File: config.mk
export PLATFORM = sky130hd
export DESIGN_NAME = cpu_trace_tx
export DESIGN_NICKNAME = d
export VERILOG_FILES = /design/src/rtl/cpu_trace_tx.sv
export SDC_FILE = /design/constraint.sdc
export NUM_CORES = 1
export LEC_CHECK = 0
export ABC_AREA = 1
export CAP_MARGIN = 20
export CORE_MARGIN = 3
export CORE_UTILIZATION = 56
export DETAILED_ROUTE_END_ITERATION = 10
export MAX_ROUTING_LAYER = met4
export PLACE_DENSITY = 0.87
export SYNTH_ARGS = -nofsm -noshare
export SYNTH_HDL_FRONTEND = slang
export SYNTH_SLANG_ARGS = --single-unit
File: constraint.sdc
create_clock -name clk -period 12.32 [get_ports clk]
set_clock_uncertainty 0.1 [all_clocks]
set_input_delay 1.848 -clock clk [delete_from_list [all_inputs] [get_ports clk]]
set_output_delay 1.848 -clock clk [all_outputs]
set_load 0.03 [all_outputs]
File: src/rtl/cpu_trace_tx.sv
// Commit-trace transmitter: buffers one record per retired instruction and
// streams each one out as a 20-byte checksummed frame on a valid/ready port.
module cpu_trace_tx #(
  parameter int          FIFO_DEPTH = 4,
  parameter logic [7:0]  SYNC_BYTE  = 8'hA5
) (
  input  logic        clk,
  input  logic        reset,
  input  logic        trace_en,
  input  logic        commit_valid,
  input  logic [31:0] commit_pc,
  input  logic [31:0] commit_instr,
  input  logic [31:0] commit_alu,
  input  logic        commit_mr,
  input  logic        commit_mw,
  input  logic        rd_we,
  input  logic [4:0]  rd_addr,
  input  logic [31:0] rd_data,
  output logic        tx_valid,
  output logic [7:0]  tx_data,
  input  logic        tx_ready,
  output logic [15:0] drop_count,
  output logic        busy
);

  localparam int         AW    = $clog2(FIFO_DEPTH);
  localparam int         RW    = 144;
  localparam logic [AW:0] DEPTH = (AW+1)'(FIFO_DEPTH);

  typedef enum logic {IDLE, SEND} state_t;

  logic [RW-1:0] mem_q [FIFO_DEPTH];
  logic [RW-1:0] rec_q;
  logic [AW-1:0] wr_ptr_q, rd_ptr_q;
  logic [AW:0]   count_q;
  logic [7:0]    seq_q;
  logic [15:0]   drop_q;
  state_t        state_q, state_d;
  logic [4:0]    idx_q, idx_d;

  logic          capture, empty, full, pop, push, drop;
  logic [7:0]    flags;
  logic [RW-1:0] rec_in;
  logic [151:0]  body_w;
  logic [159:0]  frame_w;
  logic [7:0]    cs;
  logic [7:0]    frame_b [20];

  assign capture = commit_valid & trace_en;
  assign empty   = (count_q == '0);
  assign full    = (count_q == DEPTH);

  // A pop is the only way a record leaves the FIFO, either from IDLE or on
  // the last byte of a frame when the next record follows back to back.
  assign pop  = !empty && ((state_q == IDLE) ||
                           (state_q == SEND && tx_ready && idx_q == 5'd19));
  assign push = capture && (!full || pop);
  assign drop = capture && full && !pop;

  assign flags  = {commit_mr, commit_mw, rd_we, rd_we ? rd_addr : 5'd0};
  assign rec_in = {rd_we ? rd_data : 32'd0, commit_alu, commit_instr,
                   commit_pc, flags, seq_q};

  always_ff @(posedge clk) begin
    if (push) mem_q[wr_ptr_q] <= rec_in;
    if (pop)  rec_q <= mem_q[rd_ptr_q];
  end

  always_ff @(posedge clk) begin
    if (!reset) begin
      wr_ptr_q <= '0;
      rd_ptr_q <= '0;
      count_q  <= '0;
      seq_q    <= '0;
      drop_q   <= '0;
    end else begin
      if (push) wr_ptr_q <= wr_ptr_q + 1'b1;
      if (pop)  rd_ptr_q <= rd_ptr_q + 1'b1;
      case ({push, pop})
        2'b10:   count_q <= count_q + 1'b1;
        2'b01:   count_q <= count_q - 1'b1;
        default: count_q <= count_q;
      endcase
      if (capture) seq_q <= seq_q + 8'd1;
      if (drop && drop_q != 16'hFFFF) drop_q <= drop_q + 16'd1;
    end
  end

  // Byte k of the frame sits at bits [8k+7:8k]; multi-byte fields are LE.
  assign body_w = {rec_q, SYNC_BYTE};

  always_comb begin
    cs = '0;
    for (int i = 0; i < 19; i++) cs = cs ^ body_w[i*8 +: 8];
  end

  assign frame_w = {cs, body_w};

  genvar gi;
  generate
    for (gi = 0; gi < 20; gi++) begin : g_byte
      assign frame_b[gi] = frame_w[gi*8 +: 8];
    end
  endgenerate

  always_ff @(posedge clk) begin
    if (!reset) begin
      state_q <= IDLE;
      idx_q   <= '0;
    end else begin
      state_q <= state_d;
      idx_q   <= idx_d;
    end
  end

  always_comb begin
    state_d = state_q;
    idx_d   = idx_q;
    case (state_q)
      IDLE: begin
        if (!empty) begin
          state_d = SEND;
          idx_d   = '0;
        end
      end
      SEND: begin
        if (tx_ready) begin
          if (idx_q == 5'd19) begin
            idx_d = '0;
            if (empty) state_d = IDLE;
          end else begin
            idx_d = idx_q + 5'd1;
          end
        end
      end
      default: begin
        state_d = IDLE;
        idx_d   = '0;
      end
    endcase
  end

  assign tx_valid   = (state_q == SEND);
  assign tx_data    = tx_valid ? frame_b[idx_q] : 8'd0;
  assign drop_count = drop_q;
  assign busy       = !empty || (state_q == SEND);

endmodule
==> results.cfg, run 1 <==
[sta]
holdWs_ns = 0.3691
period_share_pct = 47.84
finalSetupTns_ns = 0
setup_viol = 0
tightest_slew_ns = 1.186
final_hold_viol_count = 0
drv_slew = 0
max_freq_ghz = 0.1697
setup_ws_ns = 6.426
relSlewSlack_pct = 20.92
fin_crit_ns = 5.894
rsz0062_at_grt = no

[setup_path]
cp-startpoint = idx_q[0]
cp_top_family = buffers and inverters
path_cells = buf_4, nand2_1, nand2_1, a21oi_1, o311ai_1, o311ai_0, nand2_1, nand2_1, a21oi_1, clkdlybuf4s50_1
worstSetupEndpointType = primary output
worst-path-buf-inv = 2
slowest_stage = dfxtp_2
crit_path_max_incr_delay_ns = 0.75
crit_top_cell = nand2_1
cp_data_arrival_time_ns = 3.95
cp-start-kind = register
crit_type = register to primary output
crit_fanout = 64
reg2reg_from = idx_q[0]
critPathRequiredTime_ns = 10.37

[logic_synthesis]
netlist_area_sq_um = 31460
synth-edff-count = 720
synth_fp_nets = 2903
synth_flop_cell = edfxtp_1
seq_area_frac_synth_pct = 71.08
yosys.area.top_type = edfxtp_1
yosysWarningCount = 0
synth_top_area_share_pct = 68.73
synthArstFlopShare_pct = 0
synth_area_leaders = edfxtp_1 69%, o21ai_0 6.0%, nand2_1 5.5%, nor2_1 4.4%, o22ai_1 2.9%
synthesis.area_per_instance_sq_um = 11.42
ys_seq_elements = 757
netlist_instances = 2754
ys_types = 43

[floorplanning]
die_area_sq_um = 59060
die_height_um = 243.0
io-pin-count = 167
start_util_pct = 56.88
rows = 86
core_area_sq_um = 55310
die_x_um = 243.0

[clocking]
holdBufCountCts = 0
clk_pin_slew_ns = 0.06
cts.sinks = 757
worstSkewPairLatency_ns = 0.61
cts_setup_buffers = 0
clockBufferDepth = 3
cts_buffers = 74
htreeDepth = 3
cts_resized = 0
cts_tree = done
cts_root_buf = clkbuf_16

[detailed_routing]
via_count = 21664
drtAntennaViolNets = 0
drc = 0
drt_pass1_iterations = 5
wl_um = 79110
viasPerCell = 5.874
drt_iter0_markers = 2517
wl_per_cell_um = 21.45

[power_and_ir_drop]
seqPwrFrac_pct = 43.6
p_sw_share_pct = 36.83
p_leak_nw = 13.31
cellPowerDensity_nw_per_um2 = 241.9
comb_power_share_pct = 30.5
finalPower_mw = 8.748
p_int_mw = 5.526
switching_power_mw = 3.222
ir_drop_uv = 184.1
power.share.clock_pct = 25.9

[finish]
instances_no_fill = 3688
nets = 3032
layout-drive-gt1-share_pct = 5.242
final_common_cell = edfxtp_1
mostFrequentLayoutCells = 720 x edfxtp_1, 457 x nand2_1, 379 x o21ai_0
syn_to_final_growth_pct = 14.94

[min_path]
hp-start = drop_count[8]
hp-class = register to register

[status]
outcome = finished, final reports clean

[grt]
grt_pass1_vias = 20854
grt-ovfl-total = 0
antenna_found_initial = 2
grt_use_total_pct = 27.25
grt_first_pass_wirelength_um = 120000
grt_max_degree = 180

[placed_design]
dpl.hpwl_um = 50140
place_congestion = 0.9745
pre_cts_slack_ns = 7.102
placed_cells = 3555
numPortBuffers = 166

[flow_run]
cap_violations = 0
## path summary, 6_finish.rpt
path / slack, ns / cells past startpoint / endpoint
hold / removal: 0.37 / 2 / drop_count[8]
setup / recovery: 6.43 / 10 / tx_data[5]
setup reg to reg: 7.77 / 11 / count_q[0]
hold reg to reg: 0.37 / 2 / drop_count[8]
## synth_stat cells, types with 2 or more instances
master and instances:
nand3_2 3, inv_2 3, nand4_1 11, inv_4 2, o211ai_1 5, nand2_1 457
o21ai_1 5, xor2_1 15, nand2_2 5, nor3_1 9, a21oi_1 85, nor2_4 4
o22ai_1 146, nand3_1 64, clkinv_1 3, a31oi_1 2, buf_2 14, edfxtp_1 720
buf_1 6, o21ai_0 379, clkbuf_1 110, dfxtp_1 37, o311ai_0 2, o311ai_1 6
nor3_2 2, nor3b_1 4, xnor2_1 26, ha_1 7, nor2_1 369, inv_1 240
## power by group through the flow
stage | combinational [mW] | clock [mW] | sequential, mW
after floorplan | 1.89 | 0 | 3.64
after global placement | 2.50 | 0 | 3.84
after detailed placement | 2.62 | 0 | 3.84
after CTS | 2.65 | 2.28 | 3.80
after global routing | 2.97 | 2.39 | 3.83
final | 2.67 | 2.26 | 3.81
## area by class of cell
cell class	count	area (sq um)
diodes	2	5.005
repair buffers	183	1797
clock inverters	32	389.1
multi-input cells	1619	7686
flip-flops and latches	757	22370
well taps	748	935.9
clock buffers	99	2029
fillers	3856	19150
inverters	248	947.2
## routing by layer
| layer | part of all wire, % | track usage [%] | vias to the layer above |
|---|---|---|---|
| li1 | - | - | 9911 |
| met1 | 38 | 34.46 | 10501 |
| met2 | 50 | 45.19 | 1089 |
| met3 | 7.9 | 3.723 | 163 |
| met4 | 3.8 | 10.47 | 0 |
| met5 | 0 | - | - |
## cells by family after synthesis
kind of cell,count (synthesis),share of synthesized area (%)
compound gates,635,10.88
flops,757,71.08
simple gates,935,11.98
fa+ha+maj,8,0.3420
buf+inv,378,4.582
xor+xnor,41,1.141
## per-stage QoR
| stage | utilization, % | instance area [sq um] |
|---|---|---|
| global placement | 61.00 | 33740 |
| detailed placement | 61.00 | 33740 |
| floorplan | - | 31460 |
| global route | 65.38 | 36160 |
| finish | 65.38 | 36160 |
| CTS | 65.37 | 36150 |
## state kept, by name, indices dropped and copies added, names as in the netlist
name / flops
count_q: 3
rec_q: 144
rd_ptr_q: 2
seq_q: 8
tx_valid: 1
drop_count: 16
mem_q: 576
idx_q: 5
wr_ptr_q: 2
## tightest hold or removal path: stages (launching register included)
cell and delay, ns:
dfxtp_1 0.32, inv_1 0.05, a21oi_1 0.05
(Power assumes the default switching activity.)
==> inputs of run 2 (changes only) <==
clock period = 6.2 ns   (was 12.32 ns; I/O delays follow)
==> results.cfg, run 2 (synthesized netlist as in run 1, its figures left out) <==
[setup_path]
crit_top_cell = nand2_1
cp-start-kind = register
critPathRequiredTime_ns = 5.17
ff2ff_setup_slack_ns = 2.69
crit_fanout = 15
crit_type = register to primary output
timing.rr.end = mem_q[1][3]
path_cells = clkinv_1, o311ai_0, nand3_1, nand2_1, nand2_1, a21oi_1, clkdlybuf4s50_1
crit_path_max_incr_delay_ns = 0.75
reg2reg_from = idx_q[1]
cp_top_family = buffers and inverters
reg2regPathDepth = 9
worst-path-buf-inv = 2
slowest_stage = dfxtp_1
worstSetupEndpointType = primary output
cp_data_arrival_time_ns = 3.77

[finish]
layout-drive-gt1-share_pct = 5.148
multi_input_area_sq_um = 7686
top_register = mem_q
final_core_util_pct = 65.28
final_common_cell = edfxtp_1
mostFrequentLayoutCells = 720 x edfxtp_1, 457 x nand2_1, 379 x o21ai_0
fin_area_sq_um = 36100
nets = 3033
nFillCells = 3822
syn_to_final_growth_pct = 14.77
seqCellArea_sq_um = 22370
largest_reg_flops = 576

[clocking]
holdBufCountCts = 0
cts_root_buf = clkbuf_16
htreeDepth = 3
cts_buffers = 74
cts.sinks = 757
cts_tree = done
clk_pin_slew_ns = 0.07
worstSkewPairLatency_ns = 0.61
clockBufferDepth = 3
cts_setup_buffers = 0
cts_resized = 0

[min_path]
hp-class = register to register
whs_path_depth = 2
holdPathEnd = drop_count[8]
hp-start = drop_count[8]

[floorplanning]
rows = 86
die_x_um = 243.0
io-pin-count = 167
die_height_um = 243.0
core_area_sq_um = 55310
start_util_pct = 56.88
die_area_sq_um = 59060

[detailed_routing]
viasPerCell = 5.841
drc = 0
wl_um = 79640
drt_pass1_iterations = 6
wl_per_cell_um = 21.63
drt_iter0_markers = 2846
drtAntennaViolNets = 0
via_count = 21507

[grt]
grt_max_degree = 181
grt_first_pass_wirelength_um = 121700
grt_use_total_pct = 27.73
grt-ovfl-total = 0
grt_pass1_vias = 21001
antenna_found_initial = 1

[sta]
rsz0062_at_grt = no
fin_crit_ns = 4.799
final_hold_viol_count = 0
relSlewSlack_pct = 8.079
setup_viol = 0
tightest_slew_ns = 1.379
drv_slew = 0
max_freq_ghz = 0.2084
period_share_pct = 77.40

[power_and_ir_drop]
comb_power_share_pct = 31.5
p_int_mw = 10.78
switching_power_mw = 6.461
seqPwrFrac_pct = 43.7
ir_drop_uv = 345.9
power.share.clock_pct = 24.8
cellPowerDensity_nw_per_um2 = 477.4
p_sw_share_pct = 37.48
p_leak_nw = 13.27

[flow_run]
cap_violations = 0

[placed_design]
place_congestion = 0.9167
dpl.hpwl_um = 49410
dpl_cell_area_sq_um = 33800
numPortBuffers = 166

[status]
outcome = finished, final reports clean
## run 2: cell type report
| cell class | instances | area share (%) |
|---|---|---|
| Sequential cell | 757 | 61.96 |
| Tap cell | 748 | 2.592 |
| Timing Repair Buffer | 184 | 5.226 |
| Clock buffer | 97 | 5.663 |
| Clock inverter | 28 | 0.6411 |
| Inverter | 248 | 2.623 |
| Multi-Input combinational cell | 1619 | 21.29 |
| Antenna cell | 1 | 0.006931 |
## run 2: worst max-delay path by stage
stage | endpoint | depth (start not counted) | from
after floorplan | mem_q[0][0] | 6 | tx_ready
after global placement | tx_data[2] | 7 | idx_q[2]
after detailed placement | tx_data[2] | 7 | idx_q[2]
after CTS | tx_data[2] | 7 | idx_q[2]
after global routing | tx_data[2] | 7 | idx_q[2]
final | tx_data[2] | 7 | idx_q[2]
## run 2: power groups by stage
stage / registers, mW / clock network, mW / logic [mW]
global placement: 7.60 / 0 / 5.14
floorplan: 7.23 / 0 / 3.76
global route: 7.59 / 4.51 / 6.09
detailed placement: 7.60 / 0 / 5.35
finish: 7.54 / 4.27 / 5.43
CTS: 7.51 / 4.31 / 5.41
## run 2: per-layer routing
metal / vias to the layer above / global-route usage, % / part of all wire, %
met5: - / - / 0
met4: 0 / 7.592 / 2.4
met3: 136 / 3.248 / 7.2
met2: 1020 / 47.08 / 52
met1: 10463 / 35.78 / 39
li1: 9888 / - / -
## run 2: tightest hold or removal path, stage by stage, from the launching register on
cell and delay, ns:
dfxtp_1 0.32, inv_1 0.06, a21oi_1 0.05
## run 2: stage by stage
stage | total power, mW | setup slack [ns] | hold slack (ns) | setup TNS [ns] | instances
2_1_floorplan | 10.99 | -1.993 | 0.3601 | -1148.23 | 2754
3_3_place_gp | 12.74 | 2.024 | 0.3529 | 0 | 3555
3_5_place_dp | 12.95 | 2.035 | 0.3714 | 0 | 3555
4_1_cts | 17.23 | 1.341 | 0.3822 | 0 | 3680
5_1_grt | 18.19 | 1.110 | 0.4069 | 0 | 3682
6_report | 17.24 | 1.401 | 0.3827 | 0 | 3682
